$ cat src/rtl/ram_arbiter_pkg.sv
// Shared widths, arbiter state encoding and owner tags for the data-RAM arbiter.
package ram_arbiter_pkg;
  localparam int MEM        = 32;
  localparam int MEM_ADDR   = 32;
  localparam int ARB_STAGES = 2;   // issue stage + response stage

  typedef enum logic {
    ARB_S       = 1'b0,
    FORCE_EXT_S = 1'b1
  } arb_state_t;

  localparam logic OWN_CORE = 1'b0;
  localparam logic OWN_EXT  = 1'b1;
endpackage

$ cat src/rtl/ram_arbiter_starve_ctrl.sv
// Fixed core priority with a starvation counter that forces one ext slot
// after STARVE_LIMIT consecutive denied ext cycles.
module arb_starve_ctrl
  import ram_arbiter_pkg::*;
#(
  parameter int STARVE_LIMIT = 8
) (
  input  logic clk,
  input  logic srst,
  input  logic core_req,
  input  logic ext_req,
  output logic core_gnt,
  output logic ext_gnt
);
  localparam int CW = $clog2(STARVE_LIMIT + 1);
  localparam logic [CW-1:0] LIMIT_C = CW'(STARVE_LIMIT);

  arb_state_t    state;
  logic [CW-1:0] starve_cnt;
  logic [CW-1:0] cnt_nxt;

  always_comb begin
    core_gnt = 1'b0;
    ext_gnt  = 1'b0;
    if (!srst) begin
      if (state == FORCE_EXT_S) begin
        ext_gnt = ext_req;
      end else begin
        core_gnt = core_req;
        ext_gnt  = ext_req & ~core_req;
      end
    end
  end

  always_comb begin
    cnt_nxt = '0;
    if (ext_req && !ext_gnt)
      cnt_nxt = (starve_cnt == LIMIT_C) ? starve_cnt : starve_cnt + 1'b1;
  end

  // Switch on the cycle the count reaches the limit so the forced slot lands
  // right after exactly STARVE_LIMIT denials.
  always_ff @(posedge clk) begin
    if (srst) begin
      state      <= ARB_S;
      starve_cnt <= '0;
    end else begin
      starve_cnt <= cnt_nxt;
      case (state)
        ARB_S:       if (cnt_nxt == LIMIT_C) state <= FORCE_EXT_S;
        FORCE_EXT_S: state <= ARB_S;
        default:     state <= ARB_S;
      endcase
    end
  end
endmodule

$ cat src/rtl/ram_arbiter.sv
// Two-master (core/ext) arbiter for the data RAM: grant at N, RAM command at
// N+1, read data steered to the owner at N+2.
module ram_arbiter
  import ram_arbiter_pkg::*;
#(
  parameter int DW           = MEM,
  parameter int AW           = MEM_ADDR,
  parameter int STARVE_LIMIT = 8
) (
  input  logic          clk_100MHz,
  input  logic          srst,
  input  logic          core_req_i,
  input  logic          core_we_i,
  input  logic [AW-1:0] core_addr_i,
  input  logic [DW-1:0] core_wdata_i,
  output logic          core_gnt_o,
  output logic          core_stall_o,
  output logic          core_rvalid_o,
  output logic [DW-1:0] core_rdata_o,
  input  logic          ext_req_i,
  input  logic          ext_we_i,
  input  logic [AW-1:0] ext_addr_i,
  input  logic [DW-1:0] ext_wdata_i,
  output logic          ext_gnt_o,
  output logic          ext_rvalid_o,
  output logic [DW-1:0] ext_rdata_o,
  output logic          ram_rena_o,
  output logic [AW-1:0] ram_raddr_o,
  output logic          ram_wena_o,
  output logic [AW-1:0] ram_waddr_o,
  output logic [DW-1:0] ram_wdata_o,
  input  logic [DW-1:0] ram_rdata_i
);
  localparam int STAGES = ARB_STAGES;

  logic          acc, sel_we, sel_own;
  logic [AW-1:0] sel_addr;
  logic [DW-1:0] sel_wdata;
  logic [STAGES:1] vld_pipe;   // read in flight: [1] issue, [2] response
  logic [STAGES:1] own_pipe;

  arb_starve_ctrl #(.STARVE_LIMIT(STARVE_LIMIT)) u_ctrl (
    .clk      (clk_100MHz),
    .srst     (srst),
    .core_req (core_req_i),
    .ext_req  (ext_req_i),
    .core_gnt (core_gnt_o),
    .ext_gnt  (ext_gnt_o)
  );

  assign core_stall_o = core_req_i & ~core_gnt_o & ~srst;

  assign acc       = core_gnt_o | ext_gnt_o;
  assign sel_own   = ext_gnt_o ? OWN_EXT : OWN_CORE;
  assign sel_we    = ext_gnt_o ? ext_we_i : core_we_i;
  assign sel_addr  = ext_gnt_o ? ext_addr_i : core_addr_i;
  assign sel_wdata = ext_gnt_o ? ext_wdata_i : core_wdata_i;

  always_ff @(posedge clk_100MHz) begin
    if (srst) begin
      vld_pipe    <= '0;
      own_pipe    <= '0;
      ram_wena_o  <= 1'b0;
      ram_raddr_o <= '0;
      ram_waddr_o <= '0;
      ram_wdata_o <= '0;
    end else begin
      vld_pipe   <= {vld_pipe[STAGES-1:1], acc & ~sel_we};
      own_pipe   <= {own_pipe[STAGES-1:1], sel_own};
      ram_wena_o <= acc & sel_we;
      if (acc && !sel_we) ram_raddr_o <= sel_addr;
      if (acc && sel_we) begin
        ram_waddr_o <= sel_addr;
        ram_wdata_o <= sel_wdata;
      end
    end
  end

  assign ram_rena_o = vld_pipe[1];

  assign core_rvalid_o = vld_pipe[STAGES] & (own_pipe[STAGES] == OWN_CORE);
  assign ext_rvalid_o  = vld_pipe[STAGES] & (own_pipe[STAGES] == OWN_EXT);
  assign core_rdata_o  = core_rvalid_o ? ram_rdata_i : '0;
  assign ext_rdata_o   = ext_rvalid_o  ? ram_rdata_i : '0;
endmodule
$ cat config.mk
export PLATFORM = sky130hd
export DESIGN_NAME = ram_arbiter
export DESIGN_NICKNAME = d
export VERILOG_FILES = /design/src/rtl/ram_arbiter_pkg.sv /design/src/rtl/ram_arbiter_starve_ctrl.sv /design/src/rtl/ram_arbiter.sv
export SDC_FILE = /design/constraint.sdc
export NUM_CORES = 1
export LEC_CHECK = 0
export BUFFER_PORTS_ARGS = -buffer_cell sky130_fd_sc_hd__buf_4
export CAP_MARGIN = 10
export CORE_AREA = 2 2 128 130
export DETAILED_ROUTE_END_ITERATION = 8
export DIE_AREA = 0 0 130 132
export PLACE_DENSITY = 0.76
export SLEW_MARGIN = 20
export SYNTH_ARGS = -nofsm -noshare
export SYNTH_HDL_FRONTEND = slang
export SYNTH_SLANG_ARGS = --single-unit
$ cat constraint.sdc
create_clock -name clk_100MHz -period 2.1 [get_ports clk_100MHz]
set_clock_uncertainty 0.1 [all_clocks]
set_input_delay 0.105 -clock clk_100MHz [delete_from_list [all_inputs] [get_ports clk_100MHz]]
set_output_delay 0.105 -clock clk_100MHz [all_outputs]
set_load 0.01 [all_outputs]
== After elaboration in Yosys (flattened, before gate mapping) ==
Index checks and enable logic that the tools add are counted.
Storage, ports and cells
  register bits: 106
  latch bits: 0
  RAM bits: 0
  ROM bits: 0
  input port bits: 166
  output and inout port bits: 167
  logic and storage cells: 44
  memories: 0
Cells by class
  add/sub/neg operators: 1
  $mul: 0
  divide/modulo/power cells: 0
  order comparisons: 0
  eq/ne operators: 2
  shift operators: 0
  multiplexer cells: 14
  bitwise operators: 14
  reductions and logical operators: 5
Operators with widths (number)
  two-way mux 32 bit: 4
  equality test 4 bit (second input constant): 2
  two-way mux 4 bit: 2
  bitwise AND 1 bit: 7
  two-way mux 1 bit: 7
  inverter 1 bit: 6
  adder 4 x 1 -> 4 bit (second input constant): 1
  logical AND 1 bit: 3
  zero test 1 bit: 2
  case mux 1 bit (2 select lines): 1
  OR 1 bit: 1

== Longest topological paths before layout ==
  depth in word-level cells: 10
  depth in mapped cells: 6
  gate-level depth less buffers: 5

== By module ==
From an unflattened synthesis, not the netlist that was laid out.
Second synthesis, totals
  cells, all modules: 668
  area, all modules: 6346.1 µm²
Modules (own cells, without submodules)
  ram_arbiter: instances 1, cells each 640, area each 6089.6 µm², seq. area each 2021.9 µm²
  arb_starve_ctrl: instances 1, cells each 28, area each 256.5 µm², seq. area each 100.1 µm²

== Least setup slack after synthesis ==
No wires, ideal clock.
  path kind: register to register
  start point: register u_ctrl.state
  end point: register ram_wdata_o[14]
  library setup time: 0.091 ns
  data arrival time: 1.286 ns
  required time: 1.909 ns
  path slack: 0.623 ns
  cell stages (with the launch flop): 6
  buffers on the path: 2
  period minus slack after synthesis: 1.477 ns
  cells stage by stage: dfxtp_1 -> and3b_1 -> buf_2 -> buf_1 -> a211oi_1 -> a311oi_1
On the way
  longest elaborated chain between the ends: 4
  elaborated cells between the ends (all ways): 8
  classes of those cells: 6 x mux; 1 x bitwise; 1 x reduce/logical
RTL lines
  start, declared: line ram_arbiter_starve_ctrl.sv:18  | arb_state_t state;
  start signal, assigned: line ram_arbiter_starve_ctrl.sv:45  | state <= ARB_S;
  start signal, assigned: line ram_arbiter_starve_ctrl.sv:50  | ARB_S: if (cnt_nxt == LIMIT_C) state <= FORCE_EXT_S;
  start signal, assigned: line ram_arbiter_starve_ctrl.sv:51  | FORCE_EXT_S: state <= ARB_S;
  two-way mux 1 bit: line ram_arbiter_starve_ctrl.sv:26  | if (state == FORCE_EXT_S) begin
  two-way mux 1 bit: line ram_arbiter_starve_ctrl.sv:25  | if (!srst) begin
  OR 1 bit or two-way mux 1 bit (tied branches): line ram_arbiter.sv:53, ram_arbiter.sv:55
  logical AND 1 bit: line ram_arbiter.sv:72  | if (acc && sel_we) begin
  end signal, assigned: line ram_arbiter.sv:74  | ram_wdata_o <= sel_wdata;
  end, declared: line ram_arbiter.sv:31  | output logic [DW-1:0] ram_wdata_o,
Parallel ways exist; a longest one is shown, timed or not.
A chain may end at the register's enable or synchronous reset.

== Final worst setup path ==
  start point: register u_ctrl.state
  end point: register ram_wdata_o[20]
Same word-level chain as after synthesis.

==> flow_summary.ini <==
[place]
place_area_sq_um = 8030
dp_hpwl_mm = 16.1
numPortBuffers = 332
gp_congestion = 0.853

[setup_path]
path_class = reg2reg
path_cells = and3b_2 -> a21o_2 -> buf_4 -> a311oi_1
critPathMaxStageDelay_ns = 0.45
crit_path_top_delay_cell = dfxtp_1
critPathRequiredTime_ns = 2.23
endpoint_kind = register
reg2reg_slack_ns = 0.22
setup.worst_path.start_class = register
critPathArrivalTime_ns = 2.01
cp_max_fo = 36
ff2ff_path_depth = 4

[detailed_routing]
drt_first_iter_violations = 571
drtAntennaViolNets = 0
vias_per_cell = 5.71
wl_per_cell_microns = 20.2
drc = 0
num_vias = 7016
wirelength_mm = 24.9
firstDrtPassIters = 7

[logic_synthesis]
synth_area_sq_um = 5390
synth-seq-area-share = 0.394
synth_edf_count = 0
ys_types = 29
synth-warning-count = 0
ys_ff_latch = 106
netlist.top_cell.by_area = dfxtp_1
synthCells = 620
synth_top_area_share = 0.394
synthTopCellsByArea = dfxtp_1 (39%), a311oi_1 (16%), a211oi_1 (14%)
avgSynthCellArea_sq_um = 8.69
syn_nets = 788
async_flop_share = 0
synthFlopType = dfxtp_1

[grt]
grt_util_all_layers = 0.276
grt-ovfl-total = 0
grt_pass1_wl_mm = 37.2
grt_max_degree = 99
grt_pass1_vias = 6803
antenna_found_initial = 2

[clock_tree]
ctsResizeCount = 0
h-tree-depth = 3
clockBufferDepth = 2
post_cts_buffers = 0
clk_pin_slew_ns = 0.07
clk_root_buffer_cell = clkbuf_16
cts_made_buffers = 9
tritoncts = done
insertion_delay_ns = 0.34
hold_buffers = 107
cts.sinks = 106

[timing]
max_freq_ghz = 0.531
final_max_slew_viol_count = 0
slew_headroom = 0.439
period_minus_slack_ns = 1.88
tightest_slew_ns = 0.841
finalHoldViolCount = 0
fin_crit_sh = 0.896
rsz0062_at_grt = false
tns_ns = 0
finalSetupViolCount = 0

[power_and_ir_drop]
ir_drop_mv = 0.437
power.leakage_nw = 4.03
cellPowerDensity_nw_per_um2 = 599

[run]
maxCapViolations = 0

[floorplanning]
dieArea_sq_um = 17200
ioPinCount = 333
die_w_microns = 130
rows = 46
initial_core_util = 0.343
core_sq_um = 15700
fp.dieH_microns = 132

[worst_hold_path]
whs_path_depth = 3
hp-class = in2reg

[cells_and_area]
syn2layout_area_growth_pct = 75.2
finalNetCount = 1174
fin_area_sq_um = 9440
layout-drive-gt1-share = 0.379

[run_status]
outcome = complete, no violations
## critical path: cells and delay by family (launching register included)
kind | cells | cell delay (ns)
buffers and inverters | 1 | 0.25
AND/OR/NAND/NOR | 1 | 0.36
flip-flops | 1 | 0.45
AO/OA/AOI/OAI | 2 | 0.57
## per-layer routing
metal  GRT usage  part of all wire  up-vias  wire [microns]
li1            -                 -     3230               -
met3      0.0739             0.095       78            2350
met2       0.499              0.52      470           12800
met4       0.120             0.043        0            1060
met5           0                 0        -               0
met1       0.296              0.35     3238            8640
## synthesized netlist by cell type, types with 3 or more instances
library cell / n
buf_4: 6
a211oi_1: 97
o21ai_0: 60
o21ai_1: 6
and3_1: 33
and3b_1: 3
a311oi_1: 96
nor2_1: 4
and2_1: 35
nand3_1: 65
nor2b_1: 7
buf_2: 29
dfxtp_1: 106
clkbuf_1: 53
## layout make-up
| cell class | instances | area (sq um) |
|---|---|---|
| fillers | 1364 | 6270 |
| clock inverters | 6 | 97.6 |
| flip-flops and latches | 106 | 2120 |
| clock buffers | 10 | 239 |
| diodes | 2 | 5.00 |
| inverters | 2 | 7.51 |
| well taps | 216 | 270 |
| repair buffers | 465 | 3810 |
| multi-input cells | 422 | 2890 |
## kinds of logic (layout without fill, tap and decap cells)
family,Yosys count,count (layout),share of synthesized area
simple gates,155,155,0.165
xor+xnor,1,1,0.00163
other cells,0,2,0
compound gates,263,263,0.358
mux,1,1,0.00186
flops,106,106,0.394
buf+inv,92,483,0.0752
fa+ha+maj,2,2,0.00464
## report_power, final
group | internal (mW) | switching, mW | leakage [nW]
sequential | 2.17 | 0.102 | 0.877
combinational | 0.764 | 0.701 | 2.99
clock | 1.10 | 0.825 | 0.165
## registers in the layout, summed over array words and instances, names as in the netlist
| register | cells |
|---|---|
| ram_waddr_o | 32 |
| u_ctrl.state | 1 |
| vld_pipe | 2 |
| ram_raddr_o | 32 |
| ram_wdata_o | 32 |
| u_ctrl.starve_cnt | 4 |
| own_pipe | 2 |
| ram_wena_o | 1 |
## worst paths after layout
kind / from / end
setup / recovery: u_ctrl.state / ram_wdata_o[20]
hold / removal: core_wdata_i[31] / ram_wdata_o[31]
setup reg to reg: u_ctrl.state / ram_wdata_o[20]
hold reg to reg: own_pipe[1] / own_pipe[2]
## per-stage QoR
step | utilization | instances | worst slack [ns] | hold WS [ns] | power [mW]
2_1_floorplan | - | 620 | 0.623 | 0.182 | 2.89
3_3_place_gp | 0.511 | 1104 | 0.356 | 0.303 | 3.58
3_5_place_dp | 0.511 | 1104 | 0.315 | 0.306 | 3.59
4_1_cts | 0.601 | 1227 | 0.309 | 0.000332 | 5.67
5_1_grt | 0.601 | 1229 | 0.144 | 0.00259 | 5.90
6_report | 0.601 | 1229 | 0.218 | 0.00290 | 5.66
## cells in the final DEF, fill, tap and decap left out, types with 2 or more instances in the layout
cell type / Yosys / layout
buf_4: 6 / 354
dlygate4sd3_1: 0 / 107
dfxtp_1: 106 / 106
a211oi_1: 97 / 97
a311oi_1: 96 / 96
nand3_1: 65 / 65
o21ai_0: 60 / 60
and2_1: 35 / 34
and3_1: 33 / 33
clkbuf_16: 0 / 9
o21ai_1: 6 / 6
nor2b_1: 7 / 5
nor2_1: 4 / 4
buf_12: 0 / 4
diode_2: 0 / 2
inv_1: 2 / 2
and3b_1: 3 / 2
nand2_1: 2 / 2
ha_1: 2 / 2
bufinv_16: 0 / 2
clkinv_4: 0 / 2
Power figures use the tool's default switching activity.
